`src/rtl/cmos_pkg.sv`:
```
// Shared definitions for the synthetic DVP camera source: RGB565 bar colours,
// pattern_sel encodings and the frame-timing FSM states.
package cmos_pkg;

    typedef enum logic [1:0] {
        PAT_BARS  = 2'd0,
        PAT_RAMP  = 2'd1,
        PAT_CHECK = 2'd2,
        PAT_SOLID = 2'd3
    } pattern_e;

    typedef enum logic [2:0] {
        ST_IDLE = 3'd0,
        ST_VS   = 3'd1,
        ST_VBP  = 3'd2,
        ST_ACT  = 3'd3,
        ST_VFP  = 3'd4
    } state_e;

    localparam logic [15:0] RGB_WHITE   = 16'hFFFF;
    localparam logic [15:0] RGB_YELLOW  = 16'hFFE0;
    localparam logic [15:0] RGB_CYAN    = 16'h07FF;
    localparam logic [15:0] RGB_GREEN   = 16'h07E0;
    localparam logic [15:0] RGB_MAGENTA = 16'hF81F;
    localparam logic [15:0] RGB_RED     = 16'hF800;
    localparam logic [15:0] RGB_BLUE    = 16'h001F;
    localparam logic [15:0] RGB_BLACK   = 16'h0000;

    function automatic logic [15:0] bar_color(input logic [2:0] idx);
        case (idx)
            3'd0:    return RGB_WHITE;
            3'd1:    return RGB_YELLOW;
            3'd2:    return RGB_CYAN;
            3'd3:    return RGB_GREEN;
            3'd4:    return RGB_MAGENTA;
            3'd5:    return RGB_RED;
            3'd6:    return RGB_BLUE;
            default: return RGB_BLACK;
        endcase
    endfunction

endpackage

```
`src/rtl/cmos_pattern_pix.sv`:
```
// Combinational pixel generator: maps (mode, x, y, bar index, solid colour)
// to one RGB565 value. The parent registers the result.
module cmos_pattern_pix
    import cmos_pkg::*;
#(
    parameter int CHECK_SHIFT = 5
) (
    input  pattern_e    mode,
    input  logic [15:0] x,
    input  logic [15:0] y,
    input  logic [2:0]  bar,
    input  logic [15:0] solid,
    output logic [15:0] pix
);

    always_comb begin
        pix = RGB_BLACK;
        case (mode)
            PAT_BARS:  pix = bar_color(bar);
            PAT_RAMP:  pix = x + y;
            PAT_CHECK: pix = (x[CHECK_SHIFT] ^ y[CHECK_SHIFT]) ? RGB_WHITE : RGB_BLACK;
            PAT_SOLID: pix = solid;
            default:   pix = RGB_BLACK;
        endcase
    end

endmodule

```
`src/rtl/cmos_pattern_gen.sv`:
```
// Synthetic OV5640-style DVP source: vsync/href/RGB565 frames with
// deterministic test patterns, always completing whole frames.
module cmos_pattern_gen
    import cmos_pkg::*;
#(
    parameter int H_ACTIVE    = 640,
    parameter int H_BLANK     = 160,
    parameter int V_ACTIVE    = 360,
    parameter int VS_LINES    = 4,
    parameter int VBP_LINES   = 8,
    parameter int VFP_LINES   = 4,
    parameter int CHECK_SHIFT = 5
) (
    input  logic        cmos_pclk,
    input  logic        sys_rst_n,
    input  logic        gen_en,
    input  logic [1:0]  pattern_sel,
    input  logic [15:0] solid_color,
    output logic        cmos_vsync,
    output logic        cmos_href,
    output logic [15:0] cmos_data,
    output logic        frame_start,
    output logic [15:0] frame_cnt
);

    localparam int L     = H_ACTIVE + H_BLANK;
    localparam int H_W   = $clog2(L + 1);
    localparam int MAX_A = (VS_LINES > VBP_LINES) ? VS_LINES : VBP_LINES;
    localparam int MAX_B = (V_ACTIVE > VFP_LINES) ? V_ACTIVE : VFP_LINES;
    localparam int MAXL  = (MAX_A > MAX_B) ? MAX_A : MAX_B;
    localparam int LN_W  = $clog2(MAXL + 1);
    localparam int BW    = (H_ACTIVE / 8 > 0) ? H_ACTIVE / 8 : 1;
    localparam int BC_W  = $clog2(BW + 1);

    localparam logic [H_W-1:0]  H_LAST    = H_W'(L - 1);
    localparam logic [H_W-1:0]  H_ACT_END = H_W'(H_ACTIVE);
    localparam logic [LN_W-1:0] VS_LAST   = LN_W'(VS_LINES - 1);
    localparam logic [LN_W-1:0] VBP_LAST  = LN_W'(VBP_LINES - 1);
    localparam logic [LN_W-1:0] VA_LAST   = LN_W'(V_ACTIVE - 1);
    localparam logic [LN_W-1:0] VFP_LAST  = LN_W'(VFP_LINES - 1);
    localparam logic [BC_W-1:0] BW_LAST   = BC_W'(BW - 1);

    state_e          st_q, st_nxt;
    logic [H_W-1:0]  h_q, h_nxt;
    logic [LN_W-1:0] ln_q, ln_nxt, ln_last;
    logic [2:0]      bar_q, bar_nxt;
    logic [BC_W-1:0] bc_q, bc_nxt;
    pattern_e        sel_q;
    logic [15:0]     solid_q;
    logic            latch, frame_done, href_nxt;
    logic [15:0]     pix;

    // Next state and counters; outputs are registered from these so each
    // output cycle matches the state held in that same cycle.
    always_comb begin
        st_nxt     = st_q;
        h_nxt      = h_q;
        ln_nxt     = ln_q;
        latch      = 1'b0;
        frame_done = 1'b0;
        case (st_q)
            ST_VS:   ln_last = VS_LAST;
            ST_VBP:  ln_last = VBP_LAST;
            ST_ACT:  ln_last = VA_LAST;
            default: ln_last = VFP_LAST;
        endcase

        if (st_q == ST_IDLE) begin
            if (gen_en) begin
                st_nxt = ST_VS;
                h_nxt  = '0;
                ln_nxt = '0;
                latch  = 1'b1;
            end
        end else if (h_q != H_LAST) begin
            h_nxt = h_q + H_W'(1);
        end else begin
            h_nxt = '0;
            if (ln_q != ln_last) begin
                ln_nxt = ln_q + LN_W'(1);
            end else begin
                ln_nxt = '0;
                case (st_q)
                    ST_VS:   st_nxt = ST_VBP;
                    ST_VBP:  st_nxt = ST_ACT;
                    ST_ACT:  st_nxt = ST_VFP;
                    default: begin
                        frame_done = 1'b1;
                        if (gen_en) begin
                            st_nxt = ST_VS;
                            latch  = 1'b1;
                        end else begin
                            st_nxt = ST_IDLE;
                        end
                    end
                endcase
            end
        end
    end

    // Bar index tracks h_cnt by compare-and-advance; trailing remainder stays on bar 7.
    always_comb begin
        bar_nxt = bar_q;
        bc_nxt  = bc_q;
        if (h_nxt == '0) begin
            bar_nxt = 3'd0;
            bc_nxt  = '0;
        end else if (bar_q != 3'd7) begin
            if (bc_q == BW_LAST) begin
                bar_nxt = bar_q + 3'd1;
                bc_nxt  = '0;
            end else begin
                bc_nxt = bc_q + BC_W'(1);
            end
        end
    end

    assign href_nxt = (st_nxt == ST_ACT) && (h_nxt < H_ACT_END);

    cmos_pattern_pix #(
        .CHECK_SHIFT(CHECK_SHIFT)
    ) u_pix (
        .mode  (sel_q),
        .x     (16'(h_nxt)),
        .y     (16'(ln_nxt)),
        .bar   (bar_nxt),
        .solid (solid_q),
        .pix   (pix)
    );

    always_ff @(posedge cmos_pclk or negedge sys_rst_n) begin
        if (!sys_rst_n) begin
            st_q        <= ST_IDLE;
            h_q         <= '0;
            ln_q        <= '0;
            bar_q       <= 3'd0;
            bc_q        <= '0;
            sel_q       <= PAT_BARS;
            solid_q     <= 16'h0000;
            cmos_vsync  <= 1'b0;
            cmos_href   <= 1'b0;
            cmos_data   <= 16'h0000;
            frame_start <= 1'b0;
            frame_cnt   <= 16'h0000;
        end else begin
            st_q  <= st_nxt;
            h_q   <= h_nxt;
            ln_q  <= ln_nxt;
            bar_q <= bar_nxt;
            bc_q  <= bc_nxt;
            if (latch) begin
                sel_q   <= pattern_e'(pattern_sel);
                solid_q <= solid_color;
            end
            cmos_vsync  <= (st_nxt == ST_VS);
            cmos_href   <= href_nxt;
            cmos_data   <= href_nxt ? pix : 16'h0000;
            frame_start <= (st_nxt == ST_VS) && (h_nxt == '0) && (ln_nxt == '0);
            if (frame_done) begin
                frame_cnt <= frame_cnt + 16'd1;
            end
        end
    end

endmodule

```
`config.mk`:
```
export PLATFORM = sky130hd
export DESIGN_NAME = cmos_pattern_gen
export DESIGN_NICKNAME = d
export VERILOG_FILES = /design/src/rtl/cmos_pkg.sv /design/src/rtl/cmos_pattern_pix.sv /design/src/rtl/cmos_pattern_gen.sv
export SDC_FILE = /design/constraint.sdc
export NUM_CORES = 1
export LEC_CHECK = 0
export BUFFER_PORTS_ARGS = -buffer_cell sky130_fd_sc_hd__buf_4
export CAP_MARGIN = 10
export CORE_ASPECT_RATIO = 0.75
export CORE_UTILIZATION = 45
export DETAILED_ROUTE_END_ITERATION = 8
export SKIP_CTS_REPAIR_TIMING = 1
export SLEW_MARGIN = 15
export SYNTH_ARGS = -nofsm -noshare
export SYNTH_HDL_FRONTEND = slang
export SYNTH_SLANG_ARGS = --single-unit
```
`constraint.sdc`:
```
create_clock -name cmos_pclk -period 4.4 [get_ports cmos_pclk]
set_input_delay 1.1 -clock cmos_pclk [delete_from_list [all_inputs] [get_ports cmos_pclk]]
set_output_delay 1.1 -clock cmos_pclk [all_outputs]
set_load 0.005 [all_outputs]
```
==> parameters.txt <==
Parameter                              Value

Routing
  Via total after detailed routing    about 3700
  Highest Signal Layer    met4
  Detailed-route wire length    ~11 mm
  Routed metal-1 wirelength    approximately 5.6 mm
  Met3 routed wirelength    620 µm
  Number of DRC markers in iteration 0    274
  Detailed-routed wire length on met2    between 4 and 5 mm
  Post-DR vias/cell    about 5.8
  Post-route ant nets    0
  Average detailed-routed wire length per instance    between 15 and 20 µm
  First-pass iteration count of the detailed router    5
  DRC violation count after routing    0

Floorplan
  Die Y    89.7 µm
  Die span in x    between 100 and 150 µm
  I/O pins    56
  Area of the core region    ~10000 µm²
  Number of core rows    31
  Area of the die    approximately 11000 µm²
  Starting utilization of the core area    between 40% and 50%

Layout
  Share of layout cells above drive strength 1    slightly above 20%
  Antenna diode count    0
  Final #Nets    around 550
  Final-layout fill cell count    slightly below 900
  Sequential cell area    approximately 2100 µm²
  Cell area after layout    about 5400 µm²
  Area growth syn-to-layout    18.2%
  Multi-input gate area in the final layout    between 2000 and 2500 µm²

Clocking
  Number of buffers added by the clock tree synthesis step    9
  Cell at the root of the clock tree    clkbuf_16
  Clk buf depth    2
  Insertion delay of the later-clocked pin in the worst-skew pair    roughly 0.34 ns
  Clk pin slew, worst setup/hold paths    about 0.06 ns
  CTS tree    built
  Num Clock Sinks    85
  Level count of the clock H-tree    3

Place
  Placed Area    ~5000 µm²
  Number of buffer cells added on primary ports    between 50 and 60
  Post-DP HPWL    roughly 7.7 mm
  RD Place Congestion    approximately 0.90
  Placement Setup Slack    between 0.3 and 0.4 ns

Timing
  Unrepaired setup endpoints after global routing    false
  Period minus WS final    a little under 4 ns
  Final Cycle Share    88.2%
  Worst-case setup margin in the final layout    0.518 ns
  Final hold violations    0
  Final worst clock skew    0.00824 ns
  Maximum frequency from static timing analysis    258 MHz
  Max Transition Viols Final    0
  Setup violations, final    0
  Total Negative Setup Slacks    0 ns
  Relative slew slack    29.7%
  Worst slew pin tran    1.05 ns

Yosys
  #FFs+latches synth    between 80 and 90
  Fraction of the yosys area taken by sequential cells    about 46%
  Mean post-synth cell area    approximately 10 µm²
  Prevailing post-synth register cell    dfrtp_1
  Post-synth net total    slightly below 500
  Commonest cells post-synth    dfrtp_1 (85), nor2_1 (43), nand2_1 (33), o21ai_0 (29), a21oi_1 (20)
  Area contributors post-synth    dfrtp_1 (46%), mux2_2 (4.4%), ha_1 (4.1%)
  Warnings, synthesis    0
  Cells after synthesis    ~460
  Post-synthesis async set-or-reset flop share    100%
  Number of synthesized flops with an enable pin    0
  Cell with the most instances after synthesis    dfrtp_1
  Fraction of synthesized cell area taken by the top area cell type    between 40% and 50%
  Number of distinct library cells after synthesis    59
  Cell Area, Synth    4610 µm²
  Largest area contributor in the synthesized netlist    dfrtp_1

Worst setup path
  Worst r2r path cells    15
  Kind of end point of the critical path    flop
  Max stage delay on crit path    around 0.44 ns
  Type of the worst setup path    flop to flop
  Largest fanout on the critical path    8
  Standard cell with the maximum stage delay on the critical path    dfrtp_1
  Arrival time reported for the critical path endpoint    4.11 ns
  Cells along the critical path    ha_1 -> nand4_1 -> nor3_2 -> nand4_1 -> nand2_1 -> a21oi_1 -> o21ai_0 -> o21ai_0 -> ha_1 -> nor2b_1 -> o31a_1 -> o21ai_0 -> nand2b_1 -> xnor2_1 -> a221oi_1
  FF-to-FF setup slack    just over 0.5 ns
  Required time at the endpoint of the critical path    approximately 4.6 ns
  Reg-to-Reg Start    h_q[0]
  Startpoint kind of the worst setup timing path    flop
  CP most frequent cell    o21ai_0
  Endpoint of the worst register-to-register path    cmos_data[6]

Hold path
  Classification of the worst-slack hold path    flop to flop
  Worst Hold Endpoint    frame_cnt[15]
  Startpoint of the worst hold path    frame_cnt[15]
  Worst hold stages    1

Global routing
  Number of antenna violations at the first check in global routing    0
  Vias in the first global route    ~3400
  Total grt overflow    0
  Global-route wire length before repair    around 18 mm
  Overall global routing resource usage    21.6%
  Largest net degree at the start of global routing    86

Power and ir drop
  Worst IR drop on VDD    between 0.0002 and 0.00025 V
  Static Leak    2.43 nW
  Post-layout power    between 2 and 2.5 mW
  Pwr Density    around 460 nW/µm²

Run
  Number of max-cap violations    0

Outcome
  Outcome    complete, no violations
flip-flops by register name, summed over array words and instances (netlist names):
signal,count
ln_q,9
solid_q,16
h_q,10
sel_q,2
cmos_vsync,1
cmos_href,1
frame_start,1
frame_cnt,16
cmos_data,16
bar_q,3
st_q,3
bc_q,7
cells in the final DEF, fill, tap and decap left out, drive strengths merged, types with 2 or more instances in the layout:
cell | synthesis | final
nor4 | 6 | 6
dfrtp | 85 | 85
nand2b | 4 | 4
buf | 14 | 62
a22o | 2 | 2
mux2 | 18 | 18
o311ai | 2 | 2
nor3 | 13 | 13
a221oi | 5 | 5
or3 | 9 | 9
nand3 | 15 | 15
clkbuf | 9 | 11
nor2 | 43 | 43
o31ai | 4 | 4
xor2 | 12 | 12
a31oi | 8 | 8
o21ai | 30 | 30
o211ai | 8 | 8
mux2i | 6 | 6
clkinv | 0 | 2
a21o | 3 | 3
a211oi | 6 | 6
nand3b | 2 | 2
ha | 15 | 15
and4b | 2 | 2
and3 | 4 | 4
nor4b | 3 | 3
o41ai | 3 | 3
inv | 11 | 12
bufinv | 0 | 2
nor2b | 6 | 6
nand4 | 17 | 17
or4 | 4 | 4
xnor2 | 19 | 19
nand2 | 33 | 33
a21oi | 20 | 20
per-layer routing:
layer,vias to the layer above,global-route usage (%)
li1,1784,-
met1,1801,31.4
met2,121,31.7
met3,12,5.30
met4,0,6.79
met5,-,0
metrics by stage:
step	instances	hold WS, ns	util (%)
6_report	646	0.476	55.5
3_3_place_gp	630	0.469	52.3
4_1_cts	646	0.485	55.5
2_1_floorplan	459	0.469	-
3_5_place_dp	630	0.471	52.3
5_1_grt	646	0.503	55.5
worst max-delay path: cells and delay by family, from the launching register on:
family          cells  cell delay, ns
simple gates        6            1.28
flops               1            0.44
compound gates      6            1.19
xor+xnor            1            0.14
fa+ha+maj           2            0.73
where the power goes:
| group | leakage (nW) | switching [mW] | internal, mW |
|---|---|---|---|
| Sequential | 1.11 | 0.158 | 0.904 |
| Combinational | 1.16 | 0.358 | 0.267 |
| Clock | 0.154 | 0.311 | 0.500 |
logic make-up after synthesis:
kind of cell / Yosys count / synth area share [%]
simple gates: 169 / 19.4
compound gates: 100 / 14.6
flops: 85 / 46.1
buf+inv: 34 / 3.64
xor+xnor: 31 / 5.89
mux: 24 / 5.78
fa+ha+maj: 16 / 4.51
worst max-delay path by stage:
| stage | from | to | slack (ns) | depth (start not counted) |
|---|---|---|---|---|
| 2_1_floorplan | gen_en | cmos_data[9] | 0.85 | 14 |
| 3_3_place_gp | gen_en | cmos_data[9] | 0.51 | 14 |
| 3_5_place_dp | gen_en | cmos_data[9] | 0.40 | 14 |
| 4_1_cts | h_q[0] | cmos_data[6] | 0.59 | 15 |
| 5_1_grt | h_q[0] | cmos_data[6] | 0.18 | 15 |
| 6_report | h_q[0] | cmos_data[6] | 0.52 | 15 |
cell type report:
type	instances	share of cell area, %
clock buffer	11	4.27
inverter	11	0.758
tap	132	3.03
multi-input combinational	340	42.8
timing repair buffer	62	8.61
clock inverter	5	1.52
sequential	85	39.1
(Power assumes the default switching activity.)
